`config.mk`:
```
export PLATFORM = sky130hd
export DESIGN_NAME = crp16_operand_fetch_flat
export DESIGN_NICKNAME = d
export VERILOG_FILES = /design/src/rtl/crp16_pkg.sv /design/src/rtl/crp16_operand_fetch_if.sv /design/src/rtl/crp16_scoreboard.sv /design/src/rtl/crp16_operand_fetch.sv /design/src/flat_wrapper.sv
export SDC_FILE = /design/constraint.sdc
export NUM_CORES = 1
export LEC_CHECK = 0
export ABC_CLOCK_PERIOD_IN_PS = 4300
export BUFFER_PORTS_ARGS = -buffer_cell sky130_fd_sc_hd__buf_2
export CAP_MARGIN = 15
export CELL_PAD_IN_SITES_DETAIL_PLACEMENT = 0
export CELL_PAD_IN_SITES_GLOBAL_PLACEMENT = 1
export CORE_MARGIN = 2
export CORE_UTILIZATION = 32
export CTS_CLUSTER_DIAMETER = 30
export DETAILED_ROUTE_END_ITERATION = 10
export GPL_TIMING_DRIVEN = 0
export PLACE_DENSITY_LB_ADDON = 0.1
export SETUP_SLACK_MARGIN = 0.3
export SYNTH_ARGS = -nofsm -noshare
export SYNTH_HDL_FRONTEND = slang
export SYNTH_SLANG_ARGS = --single-unit
```
`constraint.sdc`:
```
create_clock -name clock -period 4.3 [get_ports clock]
set_input_delay 0.215 -clock clock [delete_from_list [all_inputs] [get_ports clock]]
set_output_delay 0.215 -clock clock [all_outputs]
set_load 0.05 [all_outputs]
```
`src/rtl/crp16_pkg.sv`:
```
// crp16_pkg: shared widths, register-zero constant and forwarding helper for the crp16 pipeline
package crp16_pkg;
    localparam int REG_W = 16;
    localparam int REG_IDX_W = 4;
    localparam int NUM_REGS = 16;
    localparam logic [REG_IDX_W-1:0] REG_ZERO = 4'd0;
    localparam int OP_W_DEFAULT = 5;

    // a writeback to x is visible to a same-cycle reader of x; register 0 never forwards
    function automatic logic fwd_hit(
        input logic                 wb_write,
        input logic [REG_IDX_W-1:0] wb_select,
        input logic [REG_IDX_W-1:0] x
    );
        return wb_write && wb_select == x && x != REG_ZERO;
    endfunction
endpackage

```
`src/rtl/crp16_operand_fetch_if.sv`:
```
// crp16_operand_fetch_if: decode, register-file, writeback and execute signals of the operand fetch stage
interface crp16_operand_fetch_if
    import crp16_pkg::*;
#(
    parameter int OP_W = OP_W_DEFAULT
);
    logic                 dec_valid;
    logic                 dec_ready;
    logic [REG_IDX_W-1:0] dec_rs_a;
    logic [REG_IDX_W-1:0] dec_rs_b;
    logic [REG_IDX_W-1:0] dec_rd;
    logic                 dec_wen;
    logic [OP_W-1:0]      dec_op;
    logic [REG_W-1:0]     dec_imm;
    logic [REG_IDX_W-1:0] rf_a_select;
    logic [REG_IDX_W-1:0] rf_b_select;
    logic [REG_W-1:0]     rf_a_val;
    logic [REG_W-1:0]     rf_b_val;
    logic                 wb_write;
    logic [REG_IDX_W-1:0] wb_select;
    logic [REG_W-1:0]     wb_val;
    logic                 ex_valid;
    logic                 ex_ready;
    logic [REG_W-1:0]     ex_a;
    logic [REG_W-1:0]     ex_b;
    logic [REG_W-1:0]     ex_imm;
    logic [OP_W-1:0]      ex_op;
    logic [REG_IDX_W-1:0] ex_rd;
    logic                 ex_wen;

    modport master (
        output dec_valid, dec_rs_a, dec_rs_b, dec_rd, dec_wen, dec_op, dec_imm,
        output rf_a_val, rf_b_val, wb_write, wb_select, wb_val, ex_ready,
        input  dec_ready, rf_a_select, rf_b_select,
        input  ex_valid, ex_a, ex_b, ex_imm, ex_op, ex_rd, ex_wen
    );

    modport slave (
        input  dec_valid, dec_rs_a, dec_rs_b, dec_rd, dec_wen, dec_op, dec_imm,
        input  rf_a_val, rf_b_val, wb_write, wb_select, wb_val, ex_ready,
        output dec_ready, rf_a_select, rf_b_select,
        output ex_valid, ex_a, ex_b, ex_imm, ex_op, ex_rd, ex_wen
    );
endinterface

```
`src/rtl/crp16_scoreboard.sv`:
```
// crp16_scoreboard: one pending-write bit per writable register, a new writer outranks a retiring one
module crp16_scoreboard
    import crp16_pkg::*;
(
    input  logic                 clock,
    input  logic                 resetn,
    input  logic                 set_en,
    input  logic [REG_IDX_W-1:0] set_idx,
    input  logic                 clr_en,
    input  logic [REG_IDX_W-1:0] clr_idx,
    output logic [NUM_REGS-1:0]  busy
);
    logic [NUM_REGS-1:0] busy_nxt;

    // retire first, then mark the newly issued writer so it wins on a shared index
    always_comb begin
        busy_nxt = busy;
        if (clr_en) busy_nxt[clr_idx] = 1'b0;
        if (set_en) busy_nxt[set_idx] = 1'b1;
        busy_nxt[REG_ZERO] = 1'b0;
    end

    // reset drops every pending write
    always_ff @(posedge clock) begin
        busy <= resetn ? busy_nxt : '0;
    end
endmodule

```
`src/rtl/crp16_operand_fetch.sv`:
```
// crp16_operand_fetch: reads operands with writeback forwarding, stalls on pending writers, registers them for execute
module crp16_operand_fetch
    import crp16_pkg::*;
#(
    parameter int OP_W = OP_W_DEFAULT
) (
    input logic                  clock,
    input logic                  resetn,
    crp16_operand_fetch_if.slave bus
);
    logic [NUM_REGS-1:0]  busy;
    logic                 fwd_a, fwd_b, fwd_d;
    logic                 space, hazard, issue, set_en;
    logic [REG_W-1:0]     opnd_a, opnd_b;
    logic                 valid_q, wen_q;
    logic [REG_W-1:0]     a_q, b_q, imm_q;
    logic [OP_W-1:0]      op_q;
    logic [REG_IDX_W-1:0] rd_q;

    assign bus.rf_a_select = bus.dec_rs_a;
    assign bus.rf_b_select = bus.dec_rs_b;

    // the register file updates on the capture edge, so a same-cycle writeback must bypass it
    assign fwd_a  = fwd_hit(bus.wb_write, bus.wb_select, bus.dec_rs_a);
    assign fwd_b  = fwd_hit(bus.wb_write, bus.wb_select, bus.dec_rs_b);
    assign fwd_d  = fwd_hit(bus.wb_write, bus.wb_select, bus.dec_rd);
    assign opnd_a = bus.dec_rs_a == REG_ZERO ? '0 : fwd_a ? bus.wb_val : bus.rf_a_val;
    assign opnd_b = bus.dec_rs_b == REG_ZERO ? '0 : fwd_b ? bus.wb_val : bus.rf_b_val;

    // busy[0] is held low, so register 0 sources never raise a hazard
    assign hazard = (busy[bus.dec_rs_a] && !fwd_a) ||
                    (busy[bus.dec_rs_b] && !fwd_b) ||
                    (bus.dec_wen && bus.dec_rd != REG_ZERO && busy[bus.dec_rd] && !fwd_d);
    assign space         = !valid_q || bus.ex_ready;
    assign bus.dec_ready = space && !hazard;
    assign issue         = bus.dec_valid && bus.dec_ready;
    assign set_en        = issue && bus.dec_wen && bus.dec_rd != REG_ZERO;

    crp16_scoreboard u_sb (
        .clock   (clock),
        .resetn  (resetn),
        .set_en  (set_en),
        .set_idx (bus.dec_rd),
        .clr_en  (bus.wb_write),
        .clr_idx (bus.wb_select),
        .busy    (busy)
    );

    // output pipeline register: load on issue, drain on consume, otherwise hold
    always_ff @(posedge clock) begin
        if (!resetn) begin
            valid_q <= 1'b0;
            a_q     <= '0;
            b_q     <= '0;
            imm_q   <= '0;
            op_q    <= '0;
            rd_q    <= '0;
            wen_q   <= 1'b0;
        end else if (issue) begin
            valid_q <= 1'b1;
            a_q     <= opnd_a;
            b_q     <= opnd_b;
            imm_q   <= bus.dec_imm;
            op_q    <= bus.dec_op;
            rd_q    <= bus.dec_rd;
            wen_q   <= bus.dec_wen && bus.dec_rd != REG_ZERO;
        end else if (bus.ex_ready) begin
            valid_q <= 1'b0;
        end
    end

    assign bus.ex_valid = valid_q;
    assign bus.ex_a     = a_q;
    assign bus.ex_b     = b_q;
    assign bus.ex_imm   = imm_q;
    assign bus.ex_op    = op_q;
    assign bus.ex_rd    = rd_q;
    assign bus.ex_wen   = wen_q;
endmodule

```
`src/flat_wrapper.sv`:
```
// flat-port wrapper written by rule: the top's interface ports become plain ports
module crp16_operand_fetch_flat import crp16_pkg::*;
#(
    parameter int OP_W = OP_W_DEFAULT
)
  (clock, resetn, bus_dec_valid, bus_dec_rs_a, bus_dec_rs_b, bus_dec_rd, bus_dec_wen, bus_dec_op, bus_dec_imm, bus_rf_a_val, bus_rf_b_val, bus_wb_write, bus_wb_select, bus_wb_val, bus_ex_ready, bus_dec_ready, bus_rf_a_select, bus_rf_b_select, bus_ex_valid, bus_ex_a, bus_ex_b, bus_ex_imm, bus_ex_op, bus_ex_rd, bus_ex_wen);
  crp16_operand_fetch_if #(.OP_W(OP_W)) bus_i ();
  input logic clock;
  input logic resetn;
  input wire logic [$bits(bus_i.dec_valid)-1:0] bus_dec_valid;
  input wire logic [$bits(bus_i.dec_rs_a)-1:0] bus_dec_rs_a;
  input wire logic [$bits(bus_i.dec_rs_b)-1:0] bus_dec_rs_b;
  input wire logic [$bits(bus_i.dec_rd)-1:0] bus_dec_rd;
  input wire logic [$bits(bus_i.dec_wen)-1:0] bus_dec_wen;
  input wire logic [$bits(bus_i.dec_op)-1:0] bus_dec_op;
  input wire logic [$bits(bus_i.dec_imm)-1:0] bus_dec_imm;
  input wire logic [$bits(bus_i.rf_a_val)-1:0] bus_rf_a_val;
  input wire logic [$bits(bus_i.rf_b_val)-1:0] bus_rf_b_val;
  input wire logic [$bits(bus_i.wb_write)-1:0] bus_wb_write;
  input wire logic [$bits(bus_i.wb_select)-1:0] bus_wb_select;
  input wire logic [$bits(bus_i.wb_val)-1:0] bus_wb_val;
  input wire logic [$bits(bus_i.ex_ready)-1:0] bus_ex_ready;
  output wire logic [$bits(bus_i.dec_ready)-1:0] bus_dec_ready;
  output wire logic [$bits(bus_i.rf_a_select)-1:0] bus_rf_a_select;
  output wire logic [$bits(bus_i.rf_b_select)-1:0] bus_rf_b_select;
  output wire logic [$bits(bus_i.ex_valid)-1:0] bus_ex_valid;
  output wire logic [$bits(bus_i.ex_a)-1:0] bus_ex_a;
  output wire logic [$bits(bus_i.ex_b)-1:0] bus_ex_b;
  output wire logic [$bits(bus_i.ex_imm)-1:0] bus_ex_imm;
  output wire logic [$bits(bus_i.ex_op)-1:0] bus_ex_op;
  output wire logic [$bits(bus_i.ex_rd)-1:0] bus_ex_rd;
  output wire logic [$bits(bus_i.ex_wen)-1:0] bus_ex_wen;
  assign bus_i.dec_valid = bus_dec_valid;
  assign bus_i.dec_rs_a = bus_dec_rs_a;
  assign bus_i.dec_rs_b = bus_dec_rs_b;
  assign bus_i.dec_rd = bus_dec_rd;
  assign bus_i.dec_wen = bus_dec_wen;
  assign bus_i.dec_op = bus_dec_op;
  assign bus_i.dec_imm = bus_dec_imm;
  assign bus_i.rf_a_val = bus_rf_a_val;
  assign bus_i.rf_b_val = bus_rf_b_val;
  assign bus_i.wb_write = bus_wb_write;
  assign bus_i.wb_select = bus_wb_select;
  assign bus_i.wb_val = bus_wb_val;
  assign bus_i.ex_ready = bus_ex_ready;
  assign bus_dec_ready = bus_i.dec_ready;
  assign bus_rf_a_select = bus_i.rf_a_select;
  assign bus_rf_b_select = bus_i.rf_b_select;
  assign bus_ex_valid = bus_i.ex_valid;
  assign bus_ex_a = bus_i.ex_a;
  assign bus_ex_b = bus_i.ex_b;
  assign bus_ex_imm = bus_i.ex_imm;
  assign bus_ex_op = bus_i.ex_op;
  assign bus_ex_rd = bus_i.ex_rd;
  assign bus_ex_wen = bus_i.ex_wen;
  crp16_operand_fetch #(.OP_W(OP_W)) u_core (.clock(clock), .resetn(resetn), .bus(bus_i));
endmodule
```
==> out/qor.yml <==
hold_path:
  hold_class: "in -> reg"
global_routing:
  antenna_found_initial: 0
  grt_use_total_pct: 19.0
  grt_pass1_vias: 3959
  grt_overflow: 0
  grt_max_degree: 12
  grt_first_pass_wirelength_mm: 20.9
timing:
  tightest_slew_ns: 0.618
  fmax_mhz: 375
  setup_tns_ns: 0
  fin_crit_sh_pct: 62.0
  relSlewSlack_pct: 58.8
  hold_viol: 0
  setup_viol: 0
  maxSlewViolCount: 0
  rsz0062_at_grt: "false"
  worst_slack_ns: 1.63
  clock_skew_ns: 0.00416
  holdWs_ns: 0.114
  min_period_ns: 2.67
status:
  outcome: "completed"
floorplan:
  ios: 159
  die_x_um: 119
  fp-row-count: 41
  die_h_um: 119
  start_util_pct: 33.0
  dieArea_um2: 14100
  coreArea_um2: 12700
critical_path:
  critical_path_buf_inv_count: 3
  path_delay_family: "buffers and inverters"
  slowest_stage: "mux4_2"
  path_max_fanout: 10
  critPathMostFrequentCell: "buf_2"
  critPathKind: "reg -> out"
  endpoint_kind: "primary output"
  worstPathArrival_ns: 2.45
  start_kind: "flop"
  critPathMaxStageDelay_ns: 0.50
  crit_required_ns: 4.09
  worstPathCellList: "mux4_2, o311ai_1, nand3_1, buf_2, inv_1, buf_2"
logic_synthesis:
  syn-cell-area_um2: 4200
  yosysTopAreaCellShare_pct: 35.2
  syn_area_per_cell_um2: 8.81
  synth_cell_types: 43
  syn-num-nets: 568
  async_reset_ff_share_pct: 0
  synth_flop_cell: "dfxtp_1"
  synth_area_leaders: "dfxtp_1 35%, mux2i_1 14%, nand2_1 12%"
  synth_edf_count: 0
  ys_seq_area_share_pct: 35.2
  ys_seq_elements: 74
  synth.largest_area_cell: "dfxtp_1"
  yosysWarnings: 0
  syn_inst: 477
pwr:
  p_leak_uw: 0.00258
  p_int_uw: 1290
  peakVddDrop_mv: 0.120
  comb_power_share_pct: 25.9
  seqPwrFrac_pct: 38.6
  pwr-share-clk_pct: 35.5
  power_density_nw_per_um2: 359
  switching_share_pct: 33.3
  power.switching_uw: 646
clock_tree:
  root_buffer: "clkbuf_16"
  cts_resized: 0
  cts_hold_buf: 0
  clk_latency_ns: 0.34
  clk_path_buf_depth: 2
  clk_pin_slew_ns: 0.06
  cts_tree: "done"
  cts_buffers: 9
  cts_sinks: 74
  post_cts_buffers: 0
  htreeDepth: 3
route:
  ant_nets: 0
  num_vias: 3973
  post_drt_wl_per_cell_um: 16.2
  viasPerCell: 4.92
  firstDrtPassIters: 7
  wirelength_mm: 13.1
  drcViolationCount: 0
  drtIter0Drc: 165
layout:
  syn_to_final_growth_pct: 28.5
  layout_common_cells: "151 x buf_2, 139 x nand2_1, 74 x dfxtp_1"
  fin_nets: 723
  drive_gt1_share_pct: 33.7
  diodes: 0
  utilization_pct: 42.4
  final_common_cell: "buf_2"
placement:
  dp_hpwl_mm: 10.0
  port_buffers: 144
  place.gp.congestion: 0.864
  dp_worst_setup_slack_ns: 1.69
run:
  cap_violations: 0
==> power groups by stage <==
| stage | Combinational, µW | Clock (µW) | Sequential [µW] |
|---|---|---|---|
| after floorplan | 228 | 0 | 900 |
| after global placement | 504 | 0 | 761 |
| after detailed placement | 506 | 0 | 763 |
| after CTS | 507 | 707 | 748 |
| after global routing | 537 | 736 | 753 |
| final | 501 | 689 | 748 |
==> final timing paths <==
check / endpoint / start / depth (start not counted) / slack (ns)
worst max-delay path: bus_dec_ready / u_core.u_sb.busy[7]$_SDFF_PN0_ / 6 / 1.63
worst min-delay path: u_core.bus.ex_imm[1]$_SDFFE_PN0P_ / bus_dec_imm[1] / 3 / 0.11
worst max register to register: u_core.u_sb.busy[12]$_SDFF_PN0_ / u_core.u_sb.busy[7]$_SDFF_PN0_ / 6 / 2.09
worst min register to register: u_core.bus.ex_b[5]$_SDFFE_PN0P_ / u_core.bus.ex_b[5]$_SDFFE_PN0P_ / 2 / 0.45
==> synthesized netlist by cell type (all sizes together), types with 3 or more instances <==
library cell	number
and2	3
buf	25
clkbuf	27
dfxtp	74
inv	4
mux2	19
mux2i	59
mux4	9
nand2	139
nand2b	3
nand3	24
nand3b	4
nand4	3
nor2	4
nor2b	4
o211ai	13
o21ai	16
o311ai	4
o31ai	12
o41ai	4
xnor2	8
xor2	3
==> area by class of cell <==
type / count / area, µm²
Inverter: 4 / 15.0
Sequential cell: 74 / 1480
Clock inverter: 3 / 17.5
Tap cell: 172 / 215
Buffer: 52 / 354
Clock buffer: 11 / 243
Multi-Input combinational cell: 347 / 2350
Timing Repair Buffer: 144 / 721
Fill cell: 1376 / 7320
==> kinds of logic after synthesis <==
group / Yosys count / synth area share, %
AOI/OAI and AO/OA: 60 / 10.5
xor gates and xnor gates: 11 / 2.29
buffers and inverters: 56 / 8.78
DFF: 74 / 35.2
muxes: 87 / 24.0
and+or+nand+nor: 189 / 19.2
==> registers in the layout (all words and copies together) (netlist names) <==
signal	count
u_core.bus.ex_b	16
u_core.bus.ex_op	5
u_core.bus.ex_valid	1
u_core.u_sb.busy	15
u_core.bus.ex_a	16
u_core.bus.ex_imm	16
u_core.bus.ex_rd	4
u_core.bus.ex_wen	1
==> metrics by stage <==
stage | total power [µW] | cell area [µm²] | std cells
floorplan | 1130 | 4200 | 477
global placement | 1270 | 5140 | 793
detailed placement | 1270 | 5140 | 793
CTS | 1960 | 5400 | 807
global route | 2030 | 5400 | 807
finish | 1940 | 5400 | 807
==> routing by layer <==
layer | track usage, % | up-vias | wire length, µm
met5 | 0 | - | 0
met2 | 31.9 | 126 | 6240
met3 | 4.63 | 12 | 804
met1 | 23.9 | 1866 | 5830
li1 | - | 1969 | -
met4 | 6.03 | 0 | 189
==> worst reg2reg max path: stages (launching register included) <==
cell	delay (ns)
dfxtp_1	0.35
mux4_2	0.50
o311ai_1	0.48
nand4_1	0.18
buf_6	0.20
buf_12	0.16
o41ai_2	0.26
Note: power is estimated with default switching activity, not from simulation.
